--- config.mk ---
export PLATFORM = sky130hd
export DESIGN_NAME = bus_loader
export DESIGN_NICKNAME = d
export VERILOG_FILES = /design/src/rtl/bus_loader_pkg.sv /design/src/rtl/bus_loader.sv
export SDC_FILE = /design/constraint.sdc
export NUM_CORES = 1
export LEC_CHECK = 0
export ABC_AREA = 1
export CAP_MARGIN = 20
export CORE_ASPECT_RATIO = 0.9
export CORE_MARGIN = 1
export CORE_UTILIZATION = 45
export CTS_CLUSTER_DIAMETER = 80
export DETAILED_ROUTE_END_ITERATION = 10
export PLACE_DENSITY = 0.68
export SLEW_MARGIN = 20
export SYNTH_ARGS = -nofsm -noshare
export SYNTH_HDL_FRONTEND = slang
export SYNTH_SLANG_ARGS = --single-unit
export TNS_END_PERCENT = 5
--- constraint.sdc ---
create_clock -name clk -period 1.8 [get_ports clk]
set_input_delay 0.18 -clock clk [delete_from_list [all_inputs] [get_ports clk]]
set_output_delay 0.18 -clock clk [all_outputs]
set_load 0.02 [all_outputs]
--- src/rtl/bus_loader_pkg.sv ---
// Shared constants and state encoding for the byte-stream bus initiator.
// Frame opcodes, response bytes and the loader FSM states.
package bus_loader_pkg;

  localparam logic [7:0] OP_WRITE = 8'h57;
  localparam logic [7:0] OP_READ  = 8'h52;
  localparam logic [7:0] RSP_ACK  = 8'h06;
  localparam logic [7:0] RSP_NAK  = 8'h15;

  typedef enum logic [3:0] {
    S_IDLE,
    S_ADDR_HI,
    S_ADDR_LO,
    S_LEN,
    S_WDATA,
    S_WRITE,
    S_READ,
    S_RCAP,
    S_SEND,
    S_ACK,
    S_NAK
  } state_t;

endpackage

--- src/rtl/bus_loader.sv ---
// Byte-stream bus initiator: parses serial command frames and runs
// burst reads/writes on the data/IO bus under a request/grant handshake.
module bus_loader
  import bus_loader_pkg::*;
#(
  parameter logic [15:0] TIMEOUT_CYCLES = 16'd50000
) (
  input  logic        clk,
  input  logic        rst,
  input  logic [7:0]  rx_data,
  input  logic        rx_valid,
  output logic [7:0]  tx_data,
  output logic        tx_valid,
  input  logic        tx_ready,
  output logic        bus_req,
  input  logic        bus_grant,
  output logic [15:0] address,
  output logic [7:0]  bus_dout,
  input  logic [7:0]  bus_din,
  output logic        w_en,
  output logic        r_en
);

  localparam int TW = $clog2(int'(TIMEOUT_CYCLES) + 1);
  localparam logic [TW-1:0] TMO_LAST = TW'(TIMEOUT_CYCLES - 16'd1);

  state_t        state, state_n;
  logic          is_wr, is_wr_n;
  logic [7:0]    count, count_n;
  logic [TW-1:0] tmo, tmo_n;
  logic [15:0]   address_n;
  logic [7:0]    bus_dout_n;
  logic [7:0]    tx_data_n;
  logic          tx_valid_n;
  logic          bus_req_n;
  logic          w_en_n;
  logic          r_en_n;
  logic          tmo_state;

  always_ff @(posedge clk) begin
    if (rst) begin
      state    <= S_IDLE;
      is_wr    <= 1'b0;
      count    <= '0;
      tmo      <= '0;
      address  <= '0;
      bus_dout <= '0;
      tx_data  <= '0;
      tx_valid <= 1'b0;
      bus_req  <= 1'b0;
      w_en     <= 1'b0;
      r_en     <= 1'b0;
    end else begin
      state    <= state_n;
      is_wr    <= is_wr_n;
      count    <= count_n;
      tmo      <= tmo_n;
      address  <= address_n;
      bus_dout <= bus_dout_n;
      tx_data  <= tx_data_n;
      tx_valid <= tx_valid_n;
      bus_req  <= bus_req_n;
      w_en     <= w_en_n;
      r_en     <= r_en_n;
    end
  end

  assign tmo_state = (state == S_ADDR_HI) || (state == S_ADDR_LO) ||
                     (state == S_LEN) || (state == S_WDATA);

  always_comb begin
    state_n    = state;
    is_wr_n    = is_wr;
    count_n    = count;
    address_n  = address;
    bus_dout_n = bus_dout;
    tx_data_n  = tx_data;
    tx_valid_n = tx_valid;
    bus_req_n  = bus_req;
    w_en_n     = 1'b0;
    r_en_n     = 1'b0;
    tmo_n      = '0;

    if (tmo_state && !rx_valid) begin
      tmo_n = tmo + TW'(1);
    end

    unique case (state)
      S_IDLE: begin
        if (rx_valid) begin
          if (rx_data == OP_WRITE) begin
            is_wr_n = 1'b1;
            state_n = S_ADDR_HI;
          end else if (rx_data == OP_READ) begin
            is_wr_n = 1'b0;
            state_n = S_ADDR_HI;
          end else begin
            state_n    = S_NAK;
            tx_valid_n = 1'b1;
            tx_data_n  = RSP_NAK;
          end
        end
      end
      S_ADDR_HI: begin
        if (rx_valid) begin
          address_n[15:8] = rx_data;
          state_n         = S_ADDR_LO;
        end
      end
      S_ADDR_LO: begin
        if (rx_valid) begin
          address_n[7:0] = rx_data;
          state_n        = S_LEN;
        end
      end
      S_LEN: begin
        if (rx_valid) begin
          count_n   = rx_data;
          bus_req_n = 1'b1;
          state_n   = is_wr ? S_WDATA : S_READ;
        end
      end
      S_WDATA: begin
        if (rx_valid) begin
          bus_dout_n = rx_data;
          w_en_n     = bus_grant;
          state_n    = S_WRITE;
        end
      end
      // w_en high here means this byte's strobe is already on the bus.
      S_WRITE: begin
        if (rx_valid) begin
          state_n    = S_NAK;
          bus_req_n  = 1'b0;
          tx_valid_n = 1'b1;
          tx_data_n  = RSP_NAK;
        end else if (w_en) begin
          address_n = address + 16'd1;
          if (count == 8'd0) begin
            state_n    = S_ACK;
            bus_req_n  = 1'b0;
            tx_valid_n = 1'b1;
            tx_data_n  = RSP_ACK;
          end else begin
            count_n = count - 8'd1;
            state_n = S_WDATA;
          end
        end else if (bus_grant) begin
          w_en_n = 1'b1;
        end
      end
      S_READ: begin
        if (r_en) begin
          state_n = S_RCAP;
        end else if (bus_grant) begin
          r_en_n = 1'b1;
        end
      end
      S_RCAP: begin
        tx_data_n  = bus_din;
        tx_valid_n = 1'b1;
        state_n    = S_SEND;
      end
      S_SEND: begin
        if (rx_valid) begin
          state_n    = S_NAK;
          bus_req_n  = 1'b0;
          tx_valid_n = 1'b1;
          tx_data_n  = RSP_NAK;
        end else if (tx_ready) begin
          tx_valid_n = 1'b0;
          address_n  = address + 16'd1;
          if (count == 8'd0) begin
            state_n   = S_IDLE;
            bus_req_n = 1'b0;
          end else begin
            count_n = count - 8'd1;
            state_n = S_READ;
          end
        end
      end
      S_ACK, S_NAK: begin
        if (tx_ready) begin
          tx_valid_n = 1'b0;
          state_n    = S_IDLE;
        end
      end
      default: begin
        state_n = S_IDLE;
      end
    endcase

    if (tmo_state && !rx_valid && tmo == TMO_LAST) begin
      state_n    = S_NAK;
      bus_req_n  = 1'b0;
      tx_valid_n = 1'b1;
      tx_data_n  = RSP_NAK;
      tmo_n      = '0;
    end
  end

endmodule

# After elaboration in Yosys (flattened, before gate mapping)
# Cells that the tools add are included.
word_totals:
  output_inout_bits: 36
  wordCells: 156
  reg_bits: 65
classes:
  n_addsub: 3
  n_mux: 64
  bitwise_logic: 2
  eq_ne: 43
  n_reduce_logical: 30
ops:
  columns: ["operator", "n"]
  rows:
  - ["2-to-1 mux 8 bit", 13]
  - ["case mux 8 bit (3 select lines)", 3]
  - ["2-to-1 mux 16 bit", 4]
  - ["2-to-1 mux 4 bit", 15]
  - ["case mux 4 bit (10 select lines)", 1]
  - ["adder 16 x 1 -> 16 bit (second input constant)", 2]
  - ["case mux 8 bit (4 select lines)", 1]
  - ["inequality test 2 bit (second input constant)", 14]
  - ["inequality test 3 bit (second input constant)", 9]
  - ["AND reduction 6 bit", 4]
  - ["2-to-1 mux 1 bit", 21]
  - ["AND reduction 9 bit", 2]
  - ["equality test 16 bit (second input constant)", 1]
  - ["equality test 4 x 3 -> 1 bit (second input constant)", 4]
  - ["equality test 8 x 7 -> 1 bit (second input constant)", 2]
  - ["AND reduction 7 bit", 2]
  - ["equality test 4 bit (second input constant)", 3]
  - ["inequality test 3 x 2 -> 1 bit (second input constant)", 4]
  - ["inequality test 4 bit (second input constant)", 3]
  - ["nonzero test 3 bit", 3]
  - ["equality test 4 x 2 -> 1 bit (second input constant)", 2]
  - ["zero test 8 bit", 1]
  - ["subtractor 8 x 1 -> 8 bit (second input constant)", 1]
  - ["nonzero test 6 bit", 1]
  - ["other kinds (20)", 26]

# Depth between registers and ports, before layout
# Gate-level depths: netlist of run 1.
depth:
  word_depth: 8
  mapped_depth: 12
  mapped_depth_nobuf: 12

# Worst setup path after synthesis of run 1
# Ideal clock, no wire load.
synth_timing:
  path_type: "reg2reg"
  from: "register address[0]"
  to: "register address[10]"
  slack_ns: 0.185
  arrival_time_ns: 1.480
  setup_ns: 0.135
  path_buffers: 0
  stages_incl_launch_ff: 11
  path_cell_list: "dfxtp_1 -> ha_1 -> nand2_1 -> nor2_1 -> nand2_1 -> nor2_1 -> nand2_1 -> nand3_1 -> nand2_1 -> nand2_1 -> a21oi_2"
synth_between:
  elab_chain_len: 4
  elab_cells_between_ends: 6
synth_rtl:
  columns: ["element", "line_no", "source"]
  rows:
  - ["start: declaration", "bus_loader.sv:17", "output logic [15:0] address,"]
  - ["start signal: assignment", "bus_loader.sv:58", "address <= address_n;"]
  - ["adder 16 x 1 -> 16 bit (*)", "bus_loader.sv:138, bus_loader.sv:172", null]
  - ["2-to-1 mux 16 bit (on tied branches)", "bus_loader.sv:170, bus_loader.sv:137", null]
  - ["2-to-1 mux 16 bit (on tied branches)", "bus_loader.sv:165, bus_loader.sv:132", null]
  - ["case mux 8 bit (3 select lines) (*)", "bus_loader.sv:88", "unique case (state)"]
# Mark *: on every way between the ends. The rest lies on a longest branch, timed or not. The select of a mux whose other input is x is not followed.
# A chain may end at the register's enable or synchronous reset.

# Worst setup path in the final report of run 1
layout_timing:
  from: "register state[1]"
  to: "register address[13]"
layout_between:
  elab_chain_len: 3
  elab_cells_between_ends: 11
layout_rtl:
  columns: ["element", "line_no", "source"]
  rows:
  - ["start: declaration", "bus_loader.sv:27", "state_t state, state_n;"]
  - ["start signal: assignment", "bus_loader.sv:54", "state <= state_n;"]
  - ["equality test 4 x 3 -> 1 bit (tied with other cells)", "bus_loader.sv:88", null]
  - ["inequality test 2 bit (no line) / nonzero test 3 bit (equally long branches)", null, null]
  - ["AND reduction 6 bit (no line)", null, null]
# Several ways; a longest one is shown, not always the timed one.

==> metrics, run 1 <==
endpoints failing setup=0; initial standard-cell utilization of the core=0.464; total of buffers placed on input and output ports=56; setup TNS=0 ns; Synth async-reset ratio=0; internal power of the cells=around 4.1 mW; kind of cell adding the most delay to the critical path=simple AND/OR/NAND/NOR gates; drt total wl=about 11000 um; largest fanout on the critical path=10; arrival time worst endpoint=1.91 ns; sequential share of power=0.265; Clock power frac=0.182; antenna diode count=0; highest achievable clock rate=between 600 and 700 MHz; register bit count reported by yosys=65; max-cap check violation count=0; die outline area=9220 um2; number of H-tree levels=3; Net Count, Synth=667; Most Frequent Cell on Critical Path=nand2_1; cells along the critical path=buf_12, inv_1, nand2_1, nor2_1, nand2_1, nand2_2, nor2_8, nand2_4, buf_4, nand2_1, nand2_1, nor2_1; number of antenna violations at the first check in global routing=0; post-cts hold buffer count=0; worst slack on hold paths=approximately 0.38 ns; CTS tree=done; gp weighted congestion=between 0.9 and 1; cell row count=32; post-detailed-route via-to-cell ratio=between 4 and 5; top cells by area, synth=dfxtp_1 33%, nand2_1 18%, nor2_1 9.9%; number of buffers created by CTS=9; cell count after synthesis=642; Max Clock Skew=approximately 0.013 ns; startpoint type of the worst setup path=register; relative contribution of combinational cells to total power=0.553; standard cell core area=approximately 8600 um2; total via count after detailed routing=approximately 4200; total global routing track utilization=0.255; standard cell with the maximum stage delay on the critical path=dfxtp_1; wire length of the first global-routing pass=roughly 19000 um; worst max-slew margin expressed relative to the limit=0.699; net switching power=roughly 3.5 mW; post-synthesis sequential area ratio=0.327; number of distinct standard cells referenced by the synthesized netlist=38; number of enable flip-flop cells after synthesis=0; total iterations of the first detailed-routing run=6; # clock sinks=65; DIE WIDTH=around 100 um; start-to-end type of the worst setup path=register to register; Max Slew Vio Count=0; Layout area overhead=29.0%; layout cell share with drive strength beyond 1=0.137; filler cell count=880; Post-route DRC=0; clock-pin slew of the registers on the worst-case setup and hold paths=approximately 0.080 ns; outcome=finished, final reports clean; Initial DRC Count=~270; clock network latency to the later pin of the worst-skew pair=between 0.3 and 0.4 ns; count of warnings emitted by yosys=0; remaining number of nets flagged by the antenna check after routing=0; largest incremental delay on the critical path=~0.33 ns; Yosys top cell by area=dfxtp_1; clock tree root driver cell=clkbuf_8; ratio of final minimum period to clock period=0.925; Worst Max-Slew Pin Slew=0.448 ns; detailed placement HPWL=between 8000 and 9000 um; list of most frequent post-synthesis cells=191 x nand2_1, 105 x nor2_1, 71 x inv_1; layout net count=759; Syn Std Cell Area=approximately 4000 um2; final hold violations=0; highest ir drop seen on vdd=approximately 0.9 mV; Switching Fraction=0.454; maximum number of buffers from clock root to sink=2; number of buffer and inverter stages on the critical path=3; most used standard cell by instance count after synthesis=nand2_1; mean instance size in the synthesized netlist=approximately 6.2 um2; power per unit of standard cell area=1480 nW/um2; proportion of netlist area held by the largest area contributor=0.327; required time at the worst-slack endpoint=about 2.0 ns; vias in the first global route=a little over 4000; DIE HEIGHT=between 90 and 100 um; class of the tightest hold or removal check=primary input to register; final global-route overflow total=0; CP endpoint kind=register; final worst path period need=about 1.7 ns; average wire length per cell after detail routing=approximately 13 um; Leak Pwr=~2.2 nW; maximum number of pins on one net before global-route repair=21; top flip-flop cell by instance count after synthesis=dfxtp_1; boundary pin count=57
==> layer usage <==
metal	vias up	GRT usage	share of wire
met4	0	0.0882	0.015
met3	18	0.0477	0.050
met1	1880	0.318	0.46
li1	2210	-	-
met5	-	0	0
met2	127	0.435	0.48
==> power by group through the flow <==
stage / sequential, mW / clock [mW] / combinational, mW
after floorplan: 2.22 / 0 / 2.61
after global placement: 2.03 / 0 / 4.11
after detailed placement: 2.03 / 0 / 4.15
after CTS: 2.01 / 1.42 / 4.17
after global routing: 2.05 / 1.47 / 4.74
final: 2.01 / 1.38 / 4.20
==> cell families (layout without fill, tap and decap cells) <==
family,count (synthesis),after routing,synth area share
compound gates,78,78,0.107
simple gates,389,389,0.433
xor+xnor,10,10,0.0220
buf+inv,96,192,0.0985
fa+ha+maj,4,4,0.0126
flops,65,65,0.327
==> sequential cells by signal, summed over array words and instances, names as in the netlist <==
name / flops
address: 16
bus_dout: 8
bus_req: 1
count: 8
is_wr: 1
r_en: 1
state: 4
tmo: 16
tx_data: 8
tx_valid: 1
w_en: 1
==> worst min-delay path: stages <==
cell and delay (ns):
clkdlybuf4s50_1 0.40, nand2_1 0.06, a21oi_1 0.05
==> metrics by stage <==
step	utilization	std cells	setup slack [ns]	total power, mW	instance area, um2
floorplan	-	642	0.185	4.83	3980
global placement	0.571	842	0.0300	6.14	4900
detailed placement	0.571	842	-0.0376	6.19	4900
CTS	0.596	857	0.0599	7.60	5100
global route	0.599	857	-0.0316	8.26	5130
finish	0.599	857	0.135	7.60	5130
==> cells in the final DEF (no fill, tap or decap), types with 2 or more instances in the layout <==
master           count
a21oi_1             36
a21oi_2              6
buf_4               34
bufinv_16            2
clkbuf_1             2
clkbuf_8             9
clkdlybuf4s50_1     56
dfxtp_1             62
dfxtp_2              3
ha_1                 4
inv_1               71
inv_2               12
nand2_1            189
nand2_2              8
nand2_4              4
nand3_1             40
nand3_2              3
nand3_4              2
nand3b_1             2
nand4_1             16
nor2_1             101
nor2_2               5
nor2_4               4
nor3_1              10
o21ai_0             26
o21ai_1              6
xnor2_1              3
xor2_1               7
==> timing repair <==
action | 4_1_cts | 5_1_grt
endpoints found under the hold margin | 0 | 0
setup buffers | 0 | 0
gates resized for setup | 0 | 10
setup endpoints to repair | 0 | 29
==> worst paths after layout <==
check,startpoint,end,slack (ns),cells after the start
worst max-delay path,state[1],address[13],0.13,12
worst min-delay path,bus_din[7],tx_data[7],0.38,3
worst max register to register,state[1],address[13],0.13,12
worst min register to register,tmo[0],tmo[0],0.45,1
==> cell type report <==
type	count	area (um2)	share of cell area
clock buffers	11	131	0.0256
well taps	119	149	0.0290
clock inverters	4	77.6	0.0151
flip-flops and latches	65	1310	0.254
repair buffers	91	836	0.163
inverters	86	327	0.0637
multi-input cells	481	2300	0.449
Power figures use the tool's default switching activity.
==> inputs of run 2 (changes only) <==
ABC_AREA = default   (was 1)
PLACE_DENSITY = 0.69   (was 0.68)
SLEW_MARGIN = 5   (was 20)
==> metrics, run 2 <==
detailed placement HPWL=8420 um (was 8450 um); top flip-flop cell by instance count after synthesis=dfxtp_1 (unchanged); total global routing track utilization=0.296 (was 0.255); number of buffers created by CTS=9 (unchanged); maximum number of buffers from clock root to sink=2 (unchanged); class of the tightest hold or removal check=primary input to register (unchanged); Hold Path Cell Cnt=3 (unchanged); startpoint type of the worst setup path=register (unchanged); most common cell after layout, fill and taps aside=buf_4 (was nand2_1); adder and majority gate portion of the synthesized area=0.0139 (was 0.0126); Synth Area in Simple Gates=0.291 (was 0.433); highest achievable clock rate=512 MHz (was 601 MHz); die outline area=8370 um2 (was 9220 um2); max-cap check violation count=0 (unchanged); remaining number of nets flagged by the antenna check after routing=0 (unchanged); Leak Pwr=2.23 nW (was 2.18 nW); wire length of the first global-routing pass=19100 um (was 18600 um); kind of cell adding the most delay to the critical path=compound AO/OA/AOI/OAI gates (was simple AND/OR/NAND/NOR gates); required time at the worst-slack endpoint=2.06 ns (was 2.04 ns); multiplexer fraction of the synthesized cell area=0.0222 (was 0); cells along the critical path=or3b_4, a21o_4, buf_12, and2_4, a31o_2, a32o_2 (was buf_12, inv_1, nand2_1, nor2_1, nand2_1, nand2_2, nor2_8, nand2_4, buf_4, nand2_1, nand2_1, nor2_1); violations in the final reports=negative setup slack; boundary pin count=57 (unchanged); total via count after detailed routing=4195 (was 4235); worst slack on hold paths=0.433 ns (was 0.380 ns); start-to-end type of the worst setup path=register to register (unchanged); standard cell core area=7660 um2 (was 8570 um2); filler cell count=582 (was 880); final hold violations=0 (unchanged); Initial DRC Count=361 (was 265); highest ir drop seen on vdd=0.622 mV (was 0.907 mV); post-detailed-route via-to-cell ratio=6.01 (was 4.94); average wire length per cell after detail routing=17.5 um (was 12.7 um); Net Count, Synth=464 (was 667); Post-route DRC=0 (unchanged); cell count after synthesis=439 (was 642); Worst Reg-to-Reg Cells=6 (was 12); final global-route overflow total=0 (unchanged); Max Slew Vio Count=0 (unchanged); Syn Std Cell Area=3600 um2 (was 3980 um2); post-cts hold buffer count=0 (unchanged); list of most frequent post-synthesis cells=65 x dfxtp_1, 65 x nor2_1, 31 x nand2_1 (was 191 x nand2_1, 105 x nor2_1, 71 x inv_1); number of enable flip-flop cells after synthesis=0 (unchanged); number of antenna violations at the first check in global routing=0 (unchanged); DIE WIDTH=96.3 um (was 101 um); power per unit of standard cell area=1160 nW/um2 (was 1480 nW/um2); total of buffers placed on input and output ports=56 (unchanged); stages on the worst setup path=6 (was 12); outcome=complete, but fails checks (was finished, final reports clean); vias in the first global route=3963 (was 4021); pre-CTS worst setup slack=-0.428 ns (was -0.0376 ns); CP endpoint kind=register (unchanged); xor/xnor share of the synthesized area=0.0389 (was 0.0220); setup repair after global routing missed its margin=yes; Synth async-reset ratio=0 (unchanged); total iterations of the first detailed-routing run=5 (was 6); largest fanout on the critical path=7 (was 10); most used cells in the layout excluding fill and tap cells=105 x buf_4, 65 x nor2_1, 60 x dfxtp_1, 56 x clkdlybuf4s50_1, 30 x nand2_1 (was 189 x nand2_1, 101 x nor2_1, 71 x inv_1, 62 x dfxtp_1, 56 x clkdlybuf4s50_1); mean instance size in the synthesized netlist=8.21 um2 (was 6.19 um2); drt total wl=12200 um (was 10900 um); Worst Max-Slew Pin Slew=0.512 ns (was 0.448 ns); clock tree root driver cell=clkbuf_8 (unchanged); proportion of netlist area held by the largest area contributor=0.361 (was 0.327); Worst Setup Slack, final=-0.152 ns (was 0.135 ns); layout cell share with drive strength beyond 1=0.334 (was 0.137); register bit count reported by yosys=65 (unchanged); Max Clock Skew=0.00864 ns (was 0.0127 ns); # clock sinks=65 (unchanged); worst max-slew margin expressed relative to the limit=0.658 (was 0.699); count of warnings emitted by yosys=0 (unchanged); Yosys top cell by area=dfxtp_1 (unchanged); maximum number of pins on one net before global-route repair=17 (was 21); arrival time worst endpoint=2.21 ns (was 1.91 ns); antenna diode count=0 (unchanged); CTS tree=done (unchanged); ratio of final minimum period to clock period=1.08 (was 0.925); number of buffer and inverter stages on the critical path=1 (was 3); post-synthesis sequential area ratio=0.361 (was 0.327); cell row count=30 (was 32); combinational family with the most area after synthesis=simple AND/OR/NAND/NOR gates (unchanged); largest registers=address: 16 flops, tmo: 16 flops (unchanged); number of distinct standard cells referenced by the synthesized netlist=70 (was 38); clock network latency to the later pin of the worst-skew pair=0.36 ns (was 0.35 ns); number of H-tree levels=3 (unchanged); Synth Area in Compound Gates=0.222 (was 0.107); final worst path period need=1.95 ns (was 1.67 ns); Layout area overhead=54.9% (was 29.0%); endpoints failing setup=35 (was 0); initial standard-cell utilization of the core=0.471 (was 0.464); layout net count=622 (was 759); largest incremental delay on the critical path=0.43 ns (was 0.33 ns); clock-pin slew of the registers on the worst-case setup and hold paths=0.08 ns (about the same); top cells by area, synth=dfxtp_1 36%, nor2_1 6.8%, a21oi_1 4.2% (was dfxtp_1 33%, nand2_1 18%, nor2_1 9.9%); gp weighted congestion=0.915 (about the same); standard cell with the maximum stage delay on the critical path=or3b_4 (was dfxtp_1); DIE HEIGHT=86.9 um (was 91.2 um)
## run 2: cell count changes after synthesis, moves of 7 or more
cell      delta
nand2b_1     +7
mux2i_1      +8
a32o_1       +8
buf_2        +9
inv_2       -12
nand3_1     -23
nand2_1    -160
inv_1       -63
nor2_1      -40
and3_1       +7
and2_1       +8
## run 2: path summary, 6_finish.rpt
kind	from	to	slack, ns
max	state[3]	count[6]	-0.15
min	bus_din[2]	tx_data[2]	0.43
min reg2reg	tmo[0]	tmo[0]	0.46
max reg2reg	state[3]	count[6]	-0.15
## run 2: worst min-delay path, stage by stage
cell,delay (ns)
clkdlybuf4s50_1,0.41
o32ai_1,0.11
nor2_1,0.05
## run 2: kinds of logic (layout without fill, tap and decap cells)
| group | count (synthesis) | in the layout |
|---|---|---|
| multiplexers | 8 | 8 |
| buffers and inverters | 33 | 196 |
| AO/OA/AOI/OAI | 116 | 116 |
| flip-flops | 65 | 65 |
| adder cells (fa/ha/maj) | 4 | 4 |
| AND/OR/NAND/NOR | 197 | 197 |
| XOR/XNOR | 16 | 16 |
## run 2: layer usage
layer  global-route usage  share of wire
met1                0.399           0.43
met2                0.460           0.46
met3               0.0672          0.078
met4                0.115          0.027
met5                    0              0
## run 2: cell type report
class                           instances  area, um2  area share
Clock inverter                          5       86.3      0.0155
Timing Repair Buffer                  172       1500       0.269
Multi-Input combinational cell        341       2380       0.426
Tap cell                               96        120      0.0215
Sequential cell                        65       1320       0.236
Inverter                                8       30.0     0.00538
Clock buffer                           11        151      0.0271
## run 2: power breakdown
| part | internal, mW | switching, mW | total [mW] |
|---|---|---|---|
| combinational | 1.59 | 1.60 | 3.19 |
| sequential | 1.62 | 0.192 | 1.81 |
| clock | 0.865 | 0.622 | 1.49 |
| total | 4.08 | 2.41 | 6.49 |
## run 2: what timing repair did
action                                 CTS  global route
buffers inserted                         6             3
setup endpoints to repair               38            48
gates resized for setup                 34            44
pin swaps                               15            26
endpoints found under the hold margin    0             0
gates cloned                             1             0
## run 2: metrics by stage
stage	area [um2]	setup TNS, ns	power (mW)	cells	util
2_1_floorplan	3610	-0.00977	3.21	439	-
3_3_place_gp	4970	-8.12	4.35	673	0.649
3_5_place_dp	4970	-9.64	4.41	673	0.649
4_1_cts	5390	-2.02	6.18	696	0.703
5_1_grt	5580	-4.59	6.78	698	0.729
6_report	5580	-2.67	6.49	698	0.729
==> RTL change 1 (config.mk and constraints of run 1) <==
Encoding of `state_t`: now Gray code (4 bits for 11 states).
--- a/src/rtl/bus_loader_pkg.sv
+++ b/src/rtl/bus_loader_pkg.sv
@@ -9,15 +9,15 @@
 
   typedef enum logic [3:0] {
-    S_IDLE,
-    S_ADDR_HI,
-    S_ADDR_LO,
-    S_LEN,
-    S_WDATA,
-    S_WRITE,
-    S_READ,
-    S_RCAP,
-    S_SEND,
-    S_ACK,
-    S_NAK
+    S_IDLE    = 4'b0000,
+    S_ADDR_HI = 4'b0001,
+    S_ADDR_LO = 4'b0011,
+    S_LEN     = 4'b0010,
+    S_WDATA   = 4'b0110,
+    S_WRITE   = 4'b0111,
+    S_READ    = 4'b0101,
+    S_RCAP    = 4'b0100,
+    S_SEND    = 4'b1100,
+    S_ACK     = 4'b1101,
+    S_NAK     = 4'b1111
   } state_t;
 
Check against the original RTL: no difference found for any inputs over 4 cycles, from zero or initial values and one cycle with rst high; so few cycles prove little.
==> RTL change 1 against run 1 <==
- design area is 2.5% lower
- clock power is 11% higher
- count of clock-buffer cells in the layout is 2 lower
- cell count is 7.7% lower
- clock skew is 0.86 ps lower
- via count is 1.5% lower
- worst setup slack worse by 4.7 ps
- wire length is 0.72% lower
- non-clock buffer count is 7 higher
- area after synthesis is 4.0% lower
- global-route usage is 0.41 points lower
- total power is 20% lower
- hold slack better by 12 ps
- sequential cell count stayed put
- largest cell class unchanged
==> RTL change 1: results (changes against run 1) <==
status:
  status: "complete, no violations"  # unchanged
cts:
  post_cts_resized: 0  # unchanged
  cts.reportedPaths.clkPinSlew_ps: 80  # about the same
  cts_max_path_buffers: 2  # unchanged
  htreeDepth: 3  # unchanged
  root_buffer: "clkbuf_8"  # unchanged
  cts_setup_buffers: 0  # unchanged
  cts_buffers: 9  # unchanged
  clk_latency_ps: 340
yosys:
  synth_warnings: 0  # unchanged
  ys_async_sr_fraction: 0  # unchanged
  yosys-top-cells-area: "dfxtp_1 (34%), nand2_1 (14%), nor2_1 (8.6%)"  # was dfxtp_1 (33%), nand2_1 (18%), nor2_1 (9.9%)
  ys_seq_area_frac: 0.341  # was 0.327
  synth.net_count: 617  # was 667
  postSynthAreaPerCell_um2: 6.45  # was 6.19 um^2
  synth_common_cells: "nand2_1 (145), nor2_1 (87), dfxtp_1 (65), a21oi_1 (54), inv_1 (54)"  # was nand2_1 (191), nor2_1 (105), inv_1 (71), dfxtp_1 (65), nand3_1 (41)
  synth_cell_types: 38  # unchanged
place:
  dp_cells: 775  # was 842
  place_ws_ps: -65.8  # was -37.6 ps
  place_congestion: 0.938  # was 0.915
  post_dp_cell_area_um2: 4730  # was 4900 um^2
  port-buffer-count: 56  # unchanged
  hpwl_mm: 8.26  # was 8.45 mm
route:
  drtIter0Drc: 254  # was 265
  totalWireLength_mm: 10.8  # was 10.9 mm
  dr.pass1.iters: 5  # was 6
  vias_per_cell: 5.27  # was 4.94
cells_and_area:
  fin_cells: 791  # was 857
  fillers: 779  # was 880
  diodes: 0  # unchanged
  drive_gt1_frac: 0.142  # was 0.137
  fin_nets: 712  # was 759
  top_regs: "address: 16 flops, tmo: 16 flops"  # unchanged
timing:
  max_slew.worst_pin.slew_ps: 501  # was 448 ps
  clock_skew_ps: 11.9  # was 12.7 ps
worst_setup_path:
  worstPathArrival_ps: 1900
  crit_fanout: 8  # was 10
global_routing:
  grt_pass1_wl_mm: 17.4  # was 18.6 mm
  grt_max_degree: 23  # was 21
  grt_pass1_vias: 3703  # was 4021
  grt_antenna_before_repair: 0  # unchanged
  track_usage: 0.251  # was 0.255
  grt_overflow_total: 0  # unchanged
min_path:
  hp-class: "input port to flop"  # unchanged
power_and_ir_drop:
  p_seq_mw: 1.98
  irDropWorstVdd_uv: 479  # was 907 uV
  intPower_mw: 3.68  # was 4.15 mW
  power_leakage_nw: 1.99  # was 2.18 nW
  switching_share: 0.391  # was 0.454
  powerComb_mw: 2.53  # was 4.20 mW
-- RTL change 1: kinds of logic (layout without fill, tap and decap cells) --
| group | Yosys count | count (layout) | synth area share |
|---|---|---|---|
| compound gates | 101 | 101 | 0.140 |
| xor+xnor | 13 | 13 | 0.0298 |
| fa+ha+maj | 4 | 4 | 0.0131 |
| buf+inv | 75 | 175 | 0.0869 |
| flops | 65 | 65 | 0.341 |
| simple gates | 334 | 334 | 0.389 |
-- RTL change 1: final timing paths --
path / from / end / slack [ps] / depth (start not counted)
worst max-delay path: state[0]$_SDFFE_PP0P_ / address[10]$_SDFFE_PP0P_ / 130 / 10
worst min-delay path: bus_din[5] / tx_data[5]$_SDFFE_PP0P_ / 390 / 3
worst max register to register: state[0]$_SDFFE_PP0P_ / address[10]$_SDFFE_PP0P_ / 130 / 10
worst min register to register: r_en$_SDFF_PP0_ / r_en$_SDFF_PP0_ / 450 / 1
-- RTL change 1: routing by layer --
| layer | part of all wire | global-route usage | wire length (um) |
|---|---|---|---|
| met1 | 0.50 | 0.358 | 5370 |
| met2 | 0.43 | 0.388 | 4600 |
| met3 | 0.066 | 0.0524 | 708 |
| met4 | 0.0084 | 0.0615 | 90 |
| met5 | 0 | 0 | 0 |
-- RTL change 1: layout make-up --
cell class              count  area (um^2)  area share
clock inverters             7          119      0.0238
inverters                  61          233      0.0465
clock buffers               9          124      0.0248
multi-input cells         452         2200       0.441
flip-flops and latches     65         1310       0.262
repair buffers             98          888       0.178
well taps                  99          124      0.0248
-- RTL change 1: worst max-delay path, cell delays in order, from the launching register on --
cell and delay [ps]:
dfxtp_4 380, inv_1 130, nand2_2 80, nor2_1 160, o21ai_0 110, nand2_1 110, buf_4 130, nor2_2 50
buf_4 170, o21ai_0 170, a21oi_1 70
==> RTL change 2 (settings of run 1) <==
Made on the original files. `TIMEOUT_CYCLES`: 16'd50000 -> 16'd32768.
--- a/src/rtl/bus_loader.sv
+++ b/src/rtl/bus_loader.sv
@@ -4,5 +4,5 @@
   import bus_loader_pkg::*;
 #(
-  parameter logic [15:0] TIMEOUT_CYCLES = 16'd50000
+  parameter logic [15:0] TIMEOUT_CYCLES = 16'd32768
 ) (
   input  logic        clk,
Check against the original RTL: no difference found for any inputs over 4 cycles, from zero or initial values and one cycle with rst high; that may be too few to reach the edited logic, so the function may still have changed.
==> RTL change 2 against run 1 <==
- wire length is 7.6% lower
- design area is 5.8% lower
- clock power is 17% lower
- area after synthesis is 3.6% lower
- worst setup slack better by 22 ps
- largest power group unchanged
- total power is 5.8% lower
- non-clock buffer count is 10 lower
- critical endpoint is now tx_data[4]$_SDFFE_PP0P_
- combinational power is 8.3% lower
- sequential cell count stayed put
==> RTL change 2: results (changes against run 1) <==
worst_setup_path:
  reg2reg_depth: 11  # was 12
  crit_fanout: 6  # was 10
  critPathCapture: "tx_data[4]$_SDFFE_PP0P_"  # was address[13]$_SDFFE_PP0P_
  worstPathArrival_ps: 1870  # was 1910 ps
  rr_startpoint: "count[0]$_SDFFE_PP0P_"  # was state[1]$_SDFFE_PP0P_
route:
  drt-met1-wl_mm: 4.97  # was 4.96 mm
  totalWireLength_mm: 10.0  # was 10.9 mm
  drtIter0Drc: 271  # was 265
  dr_wl_met2_mm: 4.41  # was 5.18 mm
  met3_length_um: 541  # was 542 um
  vias: 4056  # was 4235
  dr.pass1.iters: 5  # was 6
  avgRoutedWirePerCell_um: 12.6  # was 12.7 um
cells_and_area:
  fin_nets: 719  # was 759
  drive_gt1_frac: 0.116  # was 0.137
timing:
  hold_slack_ps: 398  # was 380 ps
  max_slew.worst_pin.slew_ps: 324  # was 448 ps
  clock_skew_ps: 8.13  # was 12.7 ps
  fmax_mhz: 608  # was 601 MHz
power_and_ir_drop:
  powerComb_mw: 3.85  # was 4.20 mW
  clock_power_share: 0.161  # was 0.182
  power_leakage_nw: 2.07  # was 2.18 nW
  irDropWorstVdd_uv: 701  # was 907 uV
place:
  dp_cells: 782  # was 842
  post_dp_cell_area_um2: 4620  # was 4900 um^2
  place_ws_ps: -16.8  # was -37.6 ps
  place_congestion: 0.872  # was 0.915
  hpwl_mm: 7.66  # was 8.45 mm
min_path:
  hold_end: "tx_data[6]$_SDFFE_PP0P_"  # was tx_data[7]$_SDFFE_PP0P_
  hp-start: "bus_din[6]"  # was bus_din[7]
yosys:
  synthAdderAreaFrac: 0.0131  # was 0.0126
  synth_cell_types: 37  # was 38
  postSynthAreaPerCell_um2: 6.24  # was 6.19 um^2
  synth.net_count: 639  # was 667
  ys_seq_area_frac: 0.339  # was 0.327
  synth_compound_area_frac: 0.127  # was 0.107
  synth_xor_area_frac: 0.0251  # was 0.0220
global_routing:
  global_route.usage.met2: 0.378  # was 0.435
  grt_pass1_wl_mm: 16.3  # was 18.6 mm
  grt.met3_usage: 0.0618  # was 0.0477
  met1_usage: 0.312  # was 0.318
  track_usage: 0.234  # was 0.255
  grt_max_degree: 19  # was 21
  grt_pass1_vias: 3563  # was 4021
status:
  status: "complete, no violations"  # unchanged
==> RTL change 2: changes by cell type after synthesis, sizes merged, moves of 2 or more <==
cell,delta
a211oi,+2
a21oi,-5
buf,+4
clkbuf,-2
nand2,-29
nand3,-5
nand3b,-2
nand4,-6
nor3,-3
nor3b,+2
o21ai,+12
o21bai,+2
==> RTL change 2: layout make-up <==
class / instances / area, um^2
clock buffer: 10 / 138
fill: 785 / 3310
clock inverter: 6 / 41.3
inverter: 85 / 323
timing repair buffer: 81 / 748
sequential: 65 / 1310
multi-input combinational: 452 / 2150
tap: 99 / 124
==> RTL change 2: critical path, stage by stage (launching register included) <==
cell,delay [ps]
dfxtp_1,320
inv_1,100
ha_1,180
inv_1,50
nor3_1,130
nand2_1,100
nand2_1,70
nand2_1,110
nor2_2,250
nand2_1,90
nand2_1,80
a21oi_1,60
==> RTL change 2: repair_timing <==
item / in CTS / in global routing
setup buffers: 0 / 0
resized for setup: 0 / 12
endpoints found under the setup margin: 0 / 55
